===== src/rtl/cave_input_pkg.sv =====
// cave_input_pkg: keymap tables, joystick bit layout and helpers shared by the input mapper.
package cave_input_pkg;

    typedef struct packed {
        logic [7:0] code;
        logic       ext;
        logic       ext_dc;
    } key_entry_t;

    localparam int RIGHT = 0;
    localparam int LEFT  = 1;
    localparam int DOWN  = 2;
    localparam int UP    = 3;
    localparam int BTN0  = 4;

    // Keymap slots: right, left, down, up, btn0..btn2, start, coin, pause. Code 00 marks an unmapped slot.
    localparam int SLOTS     = 10;
    localparam int KEY_BTNS  = 3;
    localparam int S_START   = 7;
    localparam int S_COIN    = 8;
    localparam int S_PAUSE   = 9;

    localparam key_entry_t P1_MAP [SLOTS] = '{
        '{8'h74, 1'b1, 1'b0}, '{8'h6B, 1'b1, 1'b0}, '{8'h72, 1'b1, 1'b0}, '{8'h75, 1'b1, 1'b0},
        '{8'h14, 1'b0, 1'b1}, '{8'h11, 1'b0, 1'b1}, '{8'h29, 1'b0, 1'b0},
        '{8'h16, 1'b0, 1'b0}, '{8'h2E, 1'b0, 1'b0}, '{8'h4D, 1'b0, 1'b0}
    };

    localparam key_entry_t P2_MAP [SLOTS] = '{
        '{8'h34, 1'b0, 1'b0}, '{8'h23, 1'b0, 1'b0}, '{8'h2B, 1'b0, 1'b0}, '{8'h2D, 1'b0, 1'b0},
        '{8'h1C, 1'b0, 1'b0}, '{8'h1B, 1'b0, 1'b0}, '{8'h15, 1'b0, 1'b0},
        '{8'h1E, 1'b0, 1'b0}, '{8'h36, 1'b0, 1'b0}, '{8'h00, 1'b0, 1'b0}
    };

    // Service keys: index 0 is key 9, index 1 is key 0.
    localparam key_entry_t SVC_MAP [2] = '{'{8'h46, 1'b0, 1'b0}, '{8'h45, 1'b0, 1'b0}};

    function automatic int jw(input int buttons);
        return buttons + 7;
    endfunction

    function automatic logic key_match(input key_entry_t e, input logic [8:0] k);
        return e.code != 8'h00 && e.code == k[7:0] && (e.ext_dc || e.ext == k[8]);
    endfunction

endpackage


===== src/rtl/cave_input_mapper_pulse.sv =====
// cave_pulse_stretcher: turns a rising edge on trig into a fixed-width, non-retriggerable pulse.
module cave_pulse_stretcher #(
    parameter logic [15:0] CYCLES = 16'd4096
) (
    input  logic clk_sys,
    input  logic reset_n,
    input  logic trig,
    output logic pulse
);
    logic        trig_d;
    logic [15:0] cnt;

    always_ff @(posedge clk_sys) begin
        if (!reset_n) begin
            trig_d <= 1'b0;
            cnt    <= '0;
        end else begin
            trig_d <= trig;
            cnt    <= (trig && !trig_d && cnt == '0) ? CYCLES : (cnt == '0 ? '0 : cnt - 16'd1);
        end
    end

    assign pulse = cnt != '0;
endmodule


===== src/rtl/cave_input_mapper.sv =====
// cave_input_mapper: merges ps2 keyboard state with packed joysticks, adding coin shaping,
// per-button autofire and a latched pause toggle.
module cave_input_mapper
    import cave_input_pkg::*;
#(
    parameter int          PLAYERS         = 2,
    parameter int          BUTTONS         = 3,
    parameter logic [15:0] COIN_CYCLES     = 16'd4096,
    parameter int          AUTOFIRE_FRAMES = 4
) (
    input  logic                            clk_sys,
    input  logic                            reset_n,
    input  logic [10:0]                     ps2_key,
    input  logic [PLAYERS*jw(BUTTONS)-1:0]  joystick,
    input  logic [PLAYERS*BUTTONS-1:0]      autofire_en,
    input  logic                            vblank,
    output logic [PLAYERS*4-1:0]            dirs,
    output logic [PLAYERS*BUTTONS-1:0]      buttons,
    output logic [PLAYERS-1:0]              start,
    output logic [PLAYERS-1:0]              coin,
    output logic                            pause,
    output logic [1:0]                      service
);
    localparam int          JW         = jw(BUTTONS);
    localparam int          KP         = PLAYERS < 2 ? PLAYERS : 2;
    localparam int          KB         = BUTTONS < KEY_BTNS ? BUTTONS : KEY_BTNS;
    localparam logic [15:0] FRAME_LAST = 16'(2 * AUTOFIRE_FRAMES - 1);

    logic                           old_toggle;
    logic                           ps2_event;
    logic [1:0][SLOTS-1:0]          key_st;
    logic [1:0]                     svc_key;
    logic [PLAYERS-1:0][JW-1:0]     raw;
    logic                           pause_any;
    logic                           pause_d;
    logic                           vblank_d;
    logic [15:0]                    frame_cnt;
    logic                           phase;

    assign ps2_event = ps2_key[10] != old_toggle;
    assign phase     = frame_cnt < 16'(AUTOFIRE_FRAMES);

    // old_toggle tracks the toggle even in reset so nothing fires when reset releases.
    always_ff @(posedge clk_sys) begin
        old_toggle <= ps2_key[10];
        if (!reset_n) begin
            key_st  <= '0;
            svc_key <= '0;
        end else if (ps2_event) begin
            for (int i = 0; i < SLOTS; i++) begin
                if (key_match(P1_MAP[i], ps2_key[8:0])) key_st[0][i] <= ps2_key[9];
                if (key_match(P2_MAP[i], ps2_key[8:0])) key_st[1][i] <= ps2_key[9];
            end
            for (int i = 0; i < 2; i++)
                if (key_match(SVC_MAP[i], ps2_key[8:0])) svc_key[i] <= ps2_key[9];
        end
    end

    always_comb begin
        raw = joystick;
        for (int p = 0; p < KP; p++) begin
            raw[p][UP:RIGHT] = raw[p][UP:RIGHT] | key_st[p][UP:RIGHT];
            for (int b = 0; b < KB; b++)
                raw[p][BTN0+b] = raw[p][BTN0+b] | key_st[p][BTN0+b];
            raw[p][JW-3] = raw[p][JW-3] | key_st[p][S_START];
            raw[p][JW-2] = raw[p][JW-2] | key_st[p][S_COIN];
            raw[p][JW-1] = raw[p][JW-1] | key_st[p][S_PAUSE];
        end
    end

    always_comb begin
        pause_any = 1'b0;
        for (int p = 0; p < PLAYERS; p++)
            pause_any = pause_any | raw[p][JW-1];
    end

    always_ff @(posedge clk_sys) begin
        if (!reset_n) begin
            dirs      <= '0;
            buttons   <= '0;
            start     <= '0;
            pause     <= 1'b0;
            pause_d   <= 1'b0;
            vblank_d  <= 1'b0;
            frame_cnt <= '0;
            service   <= '0;
        end else begin
            vblank_d <= vblank;
            pause_d  <= pause_any;
            service  <= svc_key;
            if (vblank && !vblank_d)
                frame_cnt <= frame_cnt == FRAME_LAST ? '0 : frame_cnt + 16'd1;
            if (pause_any && !pause_d)
                pause <= !pause;
            for (int p = 0; p < PLAYERS; p++) begin
                dirs[p*4 +: 4] <= raw[p][UP:RIGHT];
                start[p]       <= raw[p][JW-3];
                for (int b = 0; b < BUTTONS; b++)
                    buttons[p*BUTTONS+b] <= raw[p][BTN0+b] & (autofire_en[p*BUTTONS+b] ? phase : 1'b1);
            end
        end
    end

    for (genvar p = 0; p < PLAYERS; p++) begin : g_coin
        cave_pulse_stretcher #(.CYCLES(COIN_CYCLES)) u_coin (
            .clk_sys (clk_sys),
            .reset_n (reset_n),
            .trig    (raw[p][JW-2]),
            .pulse   (coin[p])
        );
    end
endmodule


===== config.mk =====
export PLATFORM = sky130hd
export DESIGN_NAME = cave_input_mapper
export DESIGN_NICKNAME = d
export VERILOG_FILES = /design/src/rtl/cave_input_pkg.sv /design/src/rtl/cave_input_mapper_pulse.sv /design/src/rtl/cave_input_mapper.sv
export SDC_FILE = /design/constraint.sdc
export NUM_CORES = 1
export LEC_CHECK = 0
export ABC_AREA = 1
export BUFFER_PORTS_ARGS = -buffer_cell sky130_fd_sc_hd__buf_4
export CORE_ASPECT_RATIO = 0.7
export CORE_MARGIN = 8
export CORE_UTILIZATION = 40
export CTS_CLUSTER_SIZE = 28
export DETAILED_ROUTE_END_ITERATION = 16
export GPL_ROUTABILITY_DRIVEN = 0
export GPL_TIMING_DRIVEN = 0
export PLACE_DENSITY_LB_ADDON = 0.3
export SKIP_LAST_GASP = 1
export SYNTH_ARGS = -nofsm -noshare
export SYNTH_HDL_FRONTEND = slang
export SYNTH_SLANG_ARGS = --single-unit

===== constraint.sdc =====
create_clock -name clk_sys -period 2.6 [get_ports clk_sys]
set_clock_uncertainty 0.1 [all_clocks]
set_input_delay 0.13 -clock clk_sys [delete_from_list [all_inputs] [get_ports clk_sys]]
set_output_delay 0.13 -clock clk_sys [all_outputs]
set_load 0.1 [all_outputs]

==> flow_summary.toml <==
[power]
power-per-cell-area_nw_per_um2 = 893.7
clock_power_share_pct = 27.2
power.share.switching_pct = 38.64
max-vdd-ir-drop_v = 0.0006875
p_int_w = 0.002996
switching_power_w = 0.001887
share_comb_of_total_power_pct = 36.9
static-leakage-power_nw = 2.536
sequentialPowerShare_pct = 36.0
pnr_total_power_w = 0.004882

[die]
die_width_um = 139.7
die_h_um = 102.6
core-area_um2 = 10400
io_pins = 61
placement_rows = 31
dieArea_um2 = 14330
initial_utilization_pct = 41.21

[global_routing]
grt_max_degree = 15
grt_pass1_vias = 4006
gr-total-overflow = 0
first_pass_grt_wire_length_um = 18380
grt_usage_pct = 15.88
antenna_found_initial = 0

[clock_network]
clock_latency_ns = 0.34
post_cts_hold_buffer_count = 27
root_cell_of_the_clock_tree = "sky130_fd_sc_hd__clkbuf_16"
post_cts_resize_count = 0
cts-root-to-sink-buffers = 2
cts_tree = "done"
worst_setup_hold_path_clk_slew_ns = 0.06
cts-buffers-inserted = 9
cts_setup_buffers = 0
clock-sinks = 93
htree_num_levels = 3

[hold_path]
timing.hold.worst.class = "in2reg"
min-delay-start = "joystick[4]"
hold_path_end = "buttons[0]"
hold_path_depth = 3

[layout]
antennaDiodeCount = 0
layout_nets = 780
post_route_cells_drive_above_1_share_pct = 12.16
area_delta_synth_final_pct = 27.51
final-instance-count-excl-fill = 872

[setup_path]
worst-path-max-fanout = 6
rr_startpoint = "frame_cnt[9]"
end_kind = "output port"
worstReg2RegEnd = "buttons[3]"
r2r.worst_path.cells = 5
required_ns = 2.37
critical_path.startpoint_type = "register"
rrSetupSlack_ns = 0.52
setup.worst_path.start = "g_coin[1].u_coin.cnt[0]"
crit_path_class = "reg2out"
cp.arrival_ns = 2.19

[run_status]
outcome = "finished, final reports clean"

[route]
dr_total_vias = 4237
drt_drc_violations_left = 0
drt-initial-drc-count = 338
detail-route-antenna-nets = 0
wirelength_um = 11100
detail_route.first_pass.iterations = 5
drt-wirelength-per-cell_um = 12.73
route.detailed.vias_per_inst = 4.859

[synthesis]
synth_cells = 638
post_synth_num_cell_types = 27
synth_area_leaders = "sky130_fd_sc_hd__dfxtp_1 (43%), sky130_fd_sc_hd__nor2_1 (14%), sky130_fd_sc_hd__nand2_1 (12%), sky130_fd_sc_hd__inv_1 (6.6%), sky130_fd_sc_hd__nand3_1 (5.8%)"
yosysWarningCount = 0
postSynthRegisterBits = 93
synth_top_cell_by_area = "sky130_fd_sc_hd__dfxtp_1"
post_synth.cell_area_avg_um2 = 6.715
synth_top_area_share_pct = 43.46
mappedNetlistArea_um2 = 4284
synth_sequential_area_ratio_pct = 43.46
synth_fp_nets = 682

[timing]
drv_slew = 0
timing.final.setup_violations = 0
max_freq_mhz = 412.7
finalWorstPathRequiredPeriod_ns = 2.423
max-slew-margin-rel_pct = 54.24
final.period_utilization_pct = 93.19
worst_hold_slack_ns = 0.007422
max_slew.worst_pin.slew_ns = 0.6811
final-hold-violation-count = 0
tns_ns = 0
grt_setup_unrepaired = "no"

[placed_design]
placed_cells_incl_taps = 830
portBuffers = 60
place_hpwl_um = 7988

[flow_run]
max_cap_violations = 0
cells in the final DEF (no fill, tap or decap), types with 2 or more instances in the layout:
master / count
sky130_fd_sc_hd__ha_1: 4
sky130_fd_sc_hd__nand2_1: 134
sky130_fd_sc_hd__a21oi_1: 41
sky130_fd_sc_hd__nor4_1: 2
sky130_fd_sc_hd__inv_1: 75
sky130_fd_sc_hd__nand3_1: 50
sky130_fd_sc_hd__nand4_1: 13
sky130_fd_sc_hd__o21ai_0: 13
sky130_fd_sc_hd__nor3_1: 14
sky130_fd_sc_hd__xor2_1: 7
sky130_fd_sc_hd__xnor2_1: 6
sky130_fd_sc_hd__buf_2: 3
sky130_fd_sc_hd__nand3b_1: 3
sky130_fd_sc_hd__nor2_1: 158
sky130_fd_sc_hd__dfxtp_1: 93
sky130_fd_sc_hd__nor2_2: 2
sky130_fd_sc_hd__dlygate4sd3_1: 27
sky130_fd_sc_hd__buf_4: 62
sky130_fd_sc_hd__clkbuf_16: 9
sky130_fd_sc_hd__or2_2: 5
sky130_fd_sc_hd__clkbuf_1: 7
synthesized netlist by cell type:
| cell | n |
|---|---|
| sky130_fd_sc_hd__inv_1 | 75 |
| sky130_fd_sc_hd__nand3_1 | 50 |
| sky130_fd_sc_hd__or2_2 | 5 |
| sky130_fd_sc_hd__nand4_1 | 13 |
| sky130_fd_sc_hd__clkbuf_1 | 5 |
| sky130_fd_sc_hd__buf_2 | 3 |
| sky130_fd_sc_hd__nor4_1 | 2 |
| sky130_fd_sc_hd__inv_2 | 1 |
| sky130_fd_sc_hd__xor2_2 | 1 |
| sky130_fd_sc_hd__xor2_1 | 7 |
| sky130_fd_sc_hd__nor2_1 | 158 |
| sky130_fd_sc_hd__nor2_4 | 1 |
| sky130_fd_sc_hd__buf_1 | 1 |
| sky130_fd_sc_hd__o21bai_1 | 1 |
| sky130_fd_sc_hd__xnor2_1 | 6 |
| sky130_fd_sc_hd__nand3b_1 | 3 |
| sky130_fd_sc_hd__nand2_4 | 1 |
| sky130_fd_sc_hd__o21ai_0 | 13 |
| sky130_fd_sc_hd__a21oi_1 | 41 |
| sky130_fd_sc_hd__nor2_2 | 2 |
| sky130_fd_sc_hd__nand2_1 | 134 |
| sky130_fd_sc_hd__dfxtp_1 | 93 |
| sky130_fd_sc_hd__buf_4 | 2 |
| sky130_fd_sc_hd__nor3_1 | 14 |
| sky130_fd_sc_hd__nor2_8 | 1 |
| sky130_fd_sc_hd__a211oi_1 | 1 |
| sky130_fd_sc_hd__ha_1 | 4 |
registers in the layout, summed over array words and instances, names as in the netlist:
name	cells
g_coin.u_coin.cnt	32
key_st	19
frame_cnt	16
dirs	8
buttons	6
g_coin.u_coin.trig_d	2
service	2
start	2
svc_key	2
old_toggle	1
pause	1
pause_d	1
vblank_d	1
metal layers:
metal,vias up,wire length [um],global-route usage [%]
met5,-,0,0
met2,132,4869,25.20
li1,2196,-,-
met1,1898,5332,19.94
met4,0,116,4.485
met3,11,781,5.967
per-stage QoR:
step / setup WS, ns / cell area, um^2 / utilization [%]
final: 0.1772 / 5463 / 52.55
after detailed placement: 0.5728 / 4900 / 47.14
after global placement: 0.6032 / 4900 / 47.14
after floorplan: 0.9462 / 4284 / -
after CTS: 0.1911 / 5463 / 52.55
after global routing: 0.0005336 / 5463 / 52.55
layout make-up:
cell class	count	area, um^2
tap	132	165.2
inverter	76	285.3
clock buffer	12	246.5
buffer	11	52.55
timing repair buffer	87	720.7
fill	1031	4932
sequential	93	1862
clock inverter	3	46.29
multi-input combinational	458	2085
worst max-delay path: stages, from the launching register on:
cell and delay (ns):
sky130_fd_sc_hd__dfxtp_1 0.31, sky130_fd_sc_hd__inv_1 0.09, sky130_fd_sc_hd__ha_1 0.21, sky130_fd_sc_hd__nand3_1 0.16, sky130_fd_sc_hd__nor2_1 0.34, sky130_fd_sc_hd__nand2_1 0.13, sky130_fd_sc_hd__nor2_1 0.15, sky130_fd_sc_hd__nand2_1 0.09
sky130_fd_sc_hd__buf_4 0.15, sky130_fd_sc_hd__buf_4 0.22
power by group through the flow:
stage	Sequential, W	Combinational, W	Clock [W]
finish	0.00176	0.00180	0.00133
detailed placement	0.00178	0.00174	0
CTS	0.00175	0.00179	0.00135
global placement	0.00178	0.00169	0
global route	0.00178	0.00202	0.00141
floorplan	0.00186	0.00128	0
cell families (layout without fill, tap and decap cells):
| group | count (synthesis) | count (layout) | synth area share [%] |
|---|---|---|---|
| AOI/OAI and AO/OA | 56 | 56 | 6.659 |
| DFF | 93 | 93 | 43.46 |
| and+or+nand+nor | 384 | 384 | 37.79 |
| buffers and inverters | 87 | 189 | 7.885 |
| adders and majority gates | 4 | 4 | 1.168 |
| xor gates and xnor gates | 14 | 14 | 3.038 |
worst max path at each step:
stage / to / slack [ns]
6_report: coin[1] / 0.18
5_1_grt: coin[1] / 0.0005
4_1_cts: coin[1] / 0.19
3_5_place_dp: coin[1] / 0.57
3_3_place_gp: coin[1] / 0.60
2_1_floorplan: coin[1] / 0.95
No activity file was read; power rests on OpenSTA's default activity.
